**src/rtl/poly_memory_ctrl.sv**
```systemverilog
// poly_memory_ctrl: load/store engine between a single-port BRAM and the AMNS
// operand register bank (A, B, M, M'0, RES) of the Montgomery multiplier.
// Loads stream one address per cycle. A read-valid pipeline of depth RD_LAT
// tells the capture side when each word arrives. Stores stream RES out one
// word per cycle.
module poly_memory_ctrl #(
  parameter int WORD_WIDTH = 17,
  parameter int N          = 5,
  parameter int S          = 4,
  parameter int BRAM_WIDTH = 32,
  parameter int RD_LAT     = 1,
  parameter int ADDR_LEN   = $clog2(4*N*S+N)+1
) (
  input  logic                        clock,
  input  logic                        reset,
  input  logic                        load_start_i,
  input  logic                        load_mode_i,
  input  logic                        store_start_i,
  input  logic [ADDR_LEN-1:0]         base_addr_i,
  input  logic [BRAM_WIDTH-1:0]       bram_dout_i,
  input  logic                        res_we_i,
  input  logic [N*S*WORD_WIDTH-1:0]   res_din_i,
  output logic                        bram_we_o,
  output logic [ADDR_LEN-1:0]         bram_addr_o,
  output logic [BRAM_WIDTH-1:0]       bram_din_o,
  output logic [N*S*WORD_WIDTH-1:0]   A_reg_o,
  output logic [N*S*WORD_WIDTH-1:0]   B_reg_o,
  output logic [N*S*WORD_WIDTH-1:0]   M_reg_o,
  output logic [N*WORD_WIDTH-1:0]     M_prime_0_reg_o,
  output logic                        busy_o,
  output logic                        load_done_o,
  output logic                        store_done_o
);

  localparam int NS       = N*S;
  localparam int POLY_W   = NS*WORD_WIDTH;
  localparam int MP_W     = N*WORD_WIDTH;
  localparam int FULL_LEN = 3*NS+N;
  localparam int RES_OFF  = 3*NS+N;
  localparam int CNT_W    = $clog2(FULL_LEN+1);

  typedef enum logic [2:0] {IDLE, LOAD, LOAD_DRAIN, STORE, DONE} state_t;

  state_t                state_q, state_d;
  logic [ADDR_LEN-1:0]   base_q, base_d;
  logic [CNT_W-1:0]      len_q, len_d;
  logic [CNT_W-1:0]      iss_q, iss_d;
  logic [CNT_W-1:0]      cap_q, cap_d;
  logic [RD_LAT-1:0]     vld_q, vld_d;
  logic                  we_q, we_d;
  logic [ADDR_LEN-1:0]   addr_q, addr_d;
  logic [BRAM_WIDTH-1:0] din_q, din_d;
  logic [POLY_W-1:0]     a_q, a_d, b_q, b_d, m_q, m_d, res_q, res_d;
  logic [MP_W-1:0]       mp_q, mp_d;
  logic                  busy_q, busy_d;
  logic                  ld_done_q, ld_done_d;
  logic                  st_done_q, st_done_d;
  logic                  cap_fire_s;
  logic [WORD_WIDTH-1:0] word_s;
  logic [CNT_W-1:0]      off_s;
  logic                  dout_unused_s;

  // Only the low WORD_WIDTH bits of the BRAM read port carry operand data.
  assign dout_unused_s = ^bram_dout_i;
  assign cap_fire_s    = vld_q[RD_LAT-1];
  assign word_s        = bram_dout_i[WORD_WIDTH-1:0];

  // Next-state logic: sequencing, BRAM address/data, operand steering, RES capture.
  always_comb begin
    state_d   = state_q;
    base_d    = base_q;
    len_d     = len_q;
    iss_d     = iss_q;
    cap_d     = cap_q;
    we_d      = 1'b0;
    addr_d    = addr_q;
    din_d     = din_q;
    a_d       = a_q;
    b_d       = b_q;
    m_d       = m_q;
    mp_d      = mp_q;
    ld_done_d = 1'b0;
    st_done_d = 1'b0;
    off_s     = '0;
    vld_d     = '0;

    // An address is in flight for every LOAD cycle; it returns RD_LAT cycles later.
    vld_d[0] = (state_q == LOAD);
    for (int i = 1; i < RD_LAT; i++) begin
      vld_d[i] = vld_q[i-1];
    end

    // RES is frozen while a store is streaming it out.
    if (res_we_i && (state_q != STORE)) begin
      res_d = res_din_i;
    end else begin
      res_d = res_q;
    end

    // The capture counter steers each returning word into its region.
    if (cap_fire_s) begin
      cap_d = cap_q + CNT_W'(1);
      if (cap_q < CNT_W'(NS)) begin
        off_s = cap_q;
        a_d[off_s*WORD_WIDTH +: WORD_WIDTH] = word_s;
      end else if (cap_q < CNT_W'(2*NS)) begin
        off_s = cap_q - CNT_W'(NS);
        b_d[off_s*WORD_WIDTH +: WORD_WIDTH] = word_s;
      end else if (cap_q < CNT_W'(3*NS)) begin
        off_s = cap_q - CNT_W'(2*NS);
        m_d[off_s*WORD_WIDTH +: WORD_WIDTH] = word_s;
      end else begin
        off_s = cap_q - CNT_W'(3*NS);
        mp_d[off_s*WORD_WIDTH +: WORD_WIDTH] = word_s;
      end
    end else begin
      cap_d = cap_q;
    end

    case (state_q)
      IDLE: begin
        if (load_start_i) begin
          state_d = LOAD;
          base_d  = base_addr_i;
          len_d   = load_mode_i ? CNT_W'(NS) : CNT_W'(FULL_LEN);
          addr_d  = base_addr_i;
          iss_d   = CNT_W'(1);
          cap_d   = '0;
        end else if (store_start_i) begin
          // First word comes from res_d so a same-cycle capture is what gets stored.
          state_d = STORE;
          base_d  = base_addr_i;
          we_d    = 1'b1;
          addr_d  = base_addr_i + ADDR_LEN'(RES_OFF);
          din_d   = BRAM_WIDTH'(res_d[WORD_WIDTH-1:0]);
          iss_d   = CNT_W'(1);
        end else begin
          state_d = IDLE;
        end
      end
      LOAD: begin
        if (iss_q == len_q) begin
          state_d = LOAD_DRAIN;
        end else begin
          addr_d = base_q + ADDR_LEN'(iss_q);
          iss_d  = iss_q + CNT_W'(1);
        end
      end
      LOAD_DRAIN: begin
        if (cap_fire_s && (cap_q == len_q - CNT_W'(1))) begin
          state_d   = DONE;
          ld_done_d = 1'b1;
        end else begin
          state_d = LOAD_DRAIN;
        end
      end
      STORE: begin
        if (iss_q == CNT_W'(NS)) begin
          state_d   = DONE;
          st_done_d = 1'b1;
        end else begin
          we_d   = 1'b1;
          addr_d = base_q + ADDR_LEN'(RES_OFF) + ADDR_LEN'(iss_q);
          din_d  = BRAM_WIDTH'(res_q[iss_q*WORD_WIDTH +: WORD_WIDTH]);
          iss_d  = iss_q + CNT_W'(1);
        end
      end
      DONE: begin
        state_d = IDLE;
      end
      default: begin
        state_d = IDLE;
      end
    endcase

    busy_d = (state_d != IDLE);
  end

  // State and output registers; reset aborts any operation and clears every register.
  always_ff @(posedge clock) begin
    if (reset) begin
      state_q   <= IDLE;
      base_q    <= '0;
      len_q     <= '0;
      iss_q     <= '0;
      cap_q     <= '0;
      vld_q     <= '0;
      we_q      <= 1'b0;
      addr_q    <= '0;
      din_q     <= '0;
      a_q       <= '0;
      b_q       <= '0;
      m_q       <= '0;
      mp_q      <= '0;
      res_q     <= '0;
      busy_q    <= 1'b0;
      ld_done_q <= 1'b0;
      st_done_q <= 1'b0;
    end else begin
      state_q   <= state_d;
      base_q    <= base_d;
      len_q     <= len_d;
      iss_q     <= iss_d;
      cap_q     <= cap_d;
      vld_q     <= vld_d;
      we_q      <= we_d;
      addr_q    <= addr_d;
      din_q     <= din_d;
      a_q       <= a_d;
      b_q       <= b_d;
      m_q       <= m_d;
      mp_q      <= mp_d;
      res_q     <= res_d;
      busy_q    <= busy_d;
      ld_done_q <= ld_done_d;
      st_done_q <= st_done_d;
    end
  end

  assign bram_we_o       = we_q;
  assign bram_addr_o     = addr_q;
  assign bram_din_o      = din_q;
  assign A_reg_o         = a_q;
  assign B_reg_o         = b_q;
  assign M_reg_o         = m_q;
  assign M_prime_0_reg_o = mp_q;
  assign busy_o          = busy_q;
  assign load_done_o     = ld_done_q;
  assign store_done_o    = st_done_q;

endmodule

```
**config.mk**
```make
export PLATFORM = sky130hd
export DESIGN_NAME = poly_memory_ctrl
export DESIGN_NICKNAME = d
export VERILOG_FILES = /design/src/rtl/poly_memory_ctrl.sv
export SDC_FILE = /design/constraint.sdc
export NUM_CORES = 2
export LEC_CHECK = 0
export BUFFER_PORTS_ARGS = -buffer_cell sky130_fd_sc_hd__clkbuf_2
export CAP_MARGIN = 20
export CELL_PAD_IN_SITES_DETAIL_PLACEMENT = 1
export CELL_PAD_IN_SITES_GLOBAL_PLACEMENT = 1
export CORE_AREA = 2 2 602 604
export CTS_BUF_LIST = sky130_fd_sc_hd__clkbuf_8 sky130_fd_sc_hd__clkbuf_16
export DETAILED_ROUTE_END_ITERATION = 16
export DIE_AREA = 0 0 604 606
export GPL_TIMING_DRIVEN = 0
export PLACE_DENSITY = 0.42
export SYNTH_ARGS = -nofsm -noshare
export SYNTH_HDL_FRONTEND = slang
export SYNTH_SLANG_ARGS = --single-unit
export TNS_END_PERCENT = 100
```
**constraint.sdc**
```tcl
create_clock -name clock -period 3.2 [get_ports clock]
set_input_delay 0.32 -clock clock [delete_from_list [all_inputs] [get_ports clock]]
set_output_delay 0.32 -clock clock [all_outputs]
set_load 0.005 [all_outputs]
```
==> results.yml <==
drt:
  vias_per_cell: 4.38
  wirelength_um: 421000
  num_vias: 61775
  dr_wl_met3_um: 22600
  wl_met2_um: 218000
  drtIter0Drc: 3537
  drt_first_pass_iters: 6
  drc: 0
  wire_per_inst_um: 29.9
  ant_nets: 0
  dr.max_layer_used: "met5"
  wl_met1_um: 160000
worst_setup_path:
  startpoint_type: "flop"
  arrival_ns: 3.98
  cp_slowest_cell: "or3b_1"
  cp_common_cell: "buf_4"
  crit_type: "flop to flop"
  critPathCaptureType: "flop"
  slowest_delay_ns: 0.37
  cp_max_fo: 10
  crit_required_ns: 4.01
  crit_chain: "buf_12 > clkinvlp_4 > buf_4 > ha_1 > and3_4 > o311a_1 > a211oi_4 > buf_6 > nand4_1 > buf_4 > buf_4 > or3b_1 > a21oi_1"
synthesis:
  syn_area_mm2: 0.0579
  ys_warn_count: 0
  yosys-top-cells-area: "dfxtp_1, nand2_1, a21oi_1, o21ai_0, nand3_1"
  yosysUniqueCellTypes: 86
  async_flop_share_pct: 0
  synthFlopType: "dfxtp_1"
  yosysSeqAreaShare_pct: 51.9
  ys_ff_latch: 1502
  netlist_instances: 6836
  syn_avg_cell_area_um2: 8.47
  synth_commonest_cells: "nand2_1, dfxtp_1, a21oi_1, o21ai_0, nand3_1"
  synth_largest_area_cell: "dfxtp_1"
  synth_top_area_share_pct: 51.9
  synth_edf_count: 0
  yosys.cell_count.top_type: "nand2_1"
sta:
  rsz0062_at_grt: "true"
  slew_headroom_pct: 20.9
  max_freq_mhz: 316
  setup_violations: 0
  worst_pin_slew_ns: 1.19
  period_share_pct: 99.0
  fin_crit_ns: 3.17
  setup_ws_ns: 0.0319
  timing.hold.ws_ns: 0.110
  finClkSkew_ns: 0.0730
  final-hold-violation-count: 0
  finalMaxSlewViolations: 0
layout:
  drive_above_1_share_pct: 28.8
  utilization_pct: 23.9
  nNetsFinal: 9529
  syn2layout_area_growth_pct: 48.6
  fin_cells: 14091
placement:
  post-dp-hpwl_um: 336000
  pre_cts_ws_ns: -2.60
  dp.cells: 13202
  gp_congestion: 0.841
  portBuffers: 1499
clock_tree:
  cts_max_level: 4
  path_clk_slew_ns: 0.06
  cts_root_buf: "clkbuf_16"
  numCtsBuffers: 194
  clockBufferDepth: 4
  cts_tree: "yes"
  clk_latency_ns: 0.89
  cts_sinks: 1502
global_route:
  grt_pass1_vias: 63620
  antenna_found_initial: 71
  grt_max_degree: 18
  grt_pass1_wl_um: 558000
  grt.overflow.total: 0
  grtUsageTotal_pct: 22.1
run:
  max-cap-violations: 0
die:
  initial_core_util_pct: 16.1
  fp.dieW_um: 604
  die_h_um: 606
  ios: 1535
  die_area_mm2: 0.366
  coreArea_mm2: 0.360
  rows: 221
status:
  status: "finished clean"
power:
  irDropWorstVdd_mv: 0.425
  power.total_mw: 47.9
  p_per_area_mw_per_mm2: 557
  p_leak_nw: 34.4
worst_hold_path:
  hold_path.class: "input port to flop"
[metrics by stage]
stage          setup TNS, ns  cell area, um2
2_1_floorplan              0           58000
3_3_place_gp        -2584.41           71500
3_5_place_dp        -2144.72           72500
4_1_cts             -0.00367           85400
5_1_grt               -0.377           86000
6_report                   0           86100
[flip-flops by register name, indices dropped and copies added (netlist names), 2 cells and up]
signal and flops:
A_reg_o 340, B_reg_o 340, M_reg_o 340, res_q 340
M_prime_0_reg_o 85, bram_din_o 17, base_q 8, bram_addr_o 8
cap_q 7, iss_q 7, state_q 3, len_q 2
[critical path, delay by kind of cell (launching register included)]
kind / cells / cell delay [ns]
AO/OA/AOI/OAI: 3 / 0.83
AND/OR/NAND/NOR: 3 / 0.72
buffers and inverters: 6 / 0.97
adder cells (fa/ha/maj): 1 / 0.24
flip-flops: 1 / 0.35
[area by class of cell]
| type | count | area [um2] |
|---|---|---|
| fill | 42615 | 274000 |
| sequential | 1502 | 30100 |
| multi-input combinational | 4716 | 26900 |
| timing repair buffer | 2080 | 13400 |
| tap | 4794 | 6000 |
| clock buffer | 262 | 5860 |
| buffer | 576 | 2930 |
| clock inverter | 93 | 684 |
| inverter | 33 | 139 |
| antenna | 35 | 87.6 |
[report_power, final]
part	switching (mW)	internal, mW	leakage, nW
logic	3.72	1.89	18.9
clock network	9.59	13.2	3.38
registers	0.335	19.1	12.2
[layer usage]
layer	GRT usage, %	up-vias
li1	-	28068
met4	9.04	30
met5	0	-
met2	41.1	1908
met3	4.14	614
met1	24.4	31155
[placed cells by master, fill, tap and decap left out, types with 28 or more instances in the layout]
| master | n |
|---|---|
| mux2i_1 | 136 |
| buf_2 | 44 |
| mux4_2 | 85 |
| nand2b_1 | 31 |
| dfxtp_1 | 1495 |
| o21ai_1 | 29 |
| o21ai_0 | 534 |
| a21oi_1 | 767 |
| o2bb2ai_1 | 34 |
| buf_6 | 30 |
| inv_1 | 68 |
| buf_4 | 187 |
| dlygate4sd3_1 | 356 |
| nand3_1 | 482 |
| nor3_1 | 41 |
| buf_12 | 28 |
| clkbuf_16 | 206 |
| clkbuf_8 | 71 |
| nand2_4 | 31 |
| nand2_1 | 1539 |
| nand4_1 | 113 |
| clkbuf_2 | 1635 |
| clkbuf_1 | 293 |
| nor2_1 | 352 |
| diode_2 | 35 |
[cells by family (layout without fill, tap and decap cells)]
kind of cell / count (synthesis) / after routing / share of synthesized area, %
other: 1 / 50 / 0.00648
multiplexers: 243 / 243 / 6.08
adder cells (fa/ha/maj): 40 / 40 / 0.955
AO/OA/AOI/OAI: 1531 / 1532 / 14.3
AND/OR/NAND/NOR: 2833 / 2833 / 21.3
flip-flops: 1502 / 1502 / 51.9
XOR/XNOR: 53 / 53 / 0.964
buffers and inverters: 633 / 3044 / 4.39
[path summary, 6_finish.rpt]
path                  start            to  slack, ns  cells after the start
max                cap_q[3]   B_reg_o[17]       0.03                     13
min          bram_dout_i[4]  A_reg_o[327]       0.11                      4
min reg2reg    M_reg_o[330]  M_reg_o[330]       0.45                      2
max reg2reg        cap_q[3]   B_reg_o[17]       0.03                     13
[timing repair]
item,4_1_cts,5_1_grt
hold buffers,355,1
setup endpoints to repair,1418,980
pin swaps,62,24
hold endpoints to repair,380,3
gates resized for setup,448,181
buffers inserted,141,22
gates cloned,2,0
(Power assumes the default switching activity.)
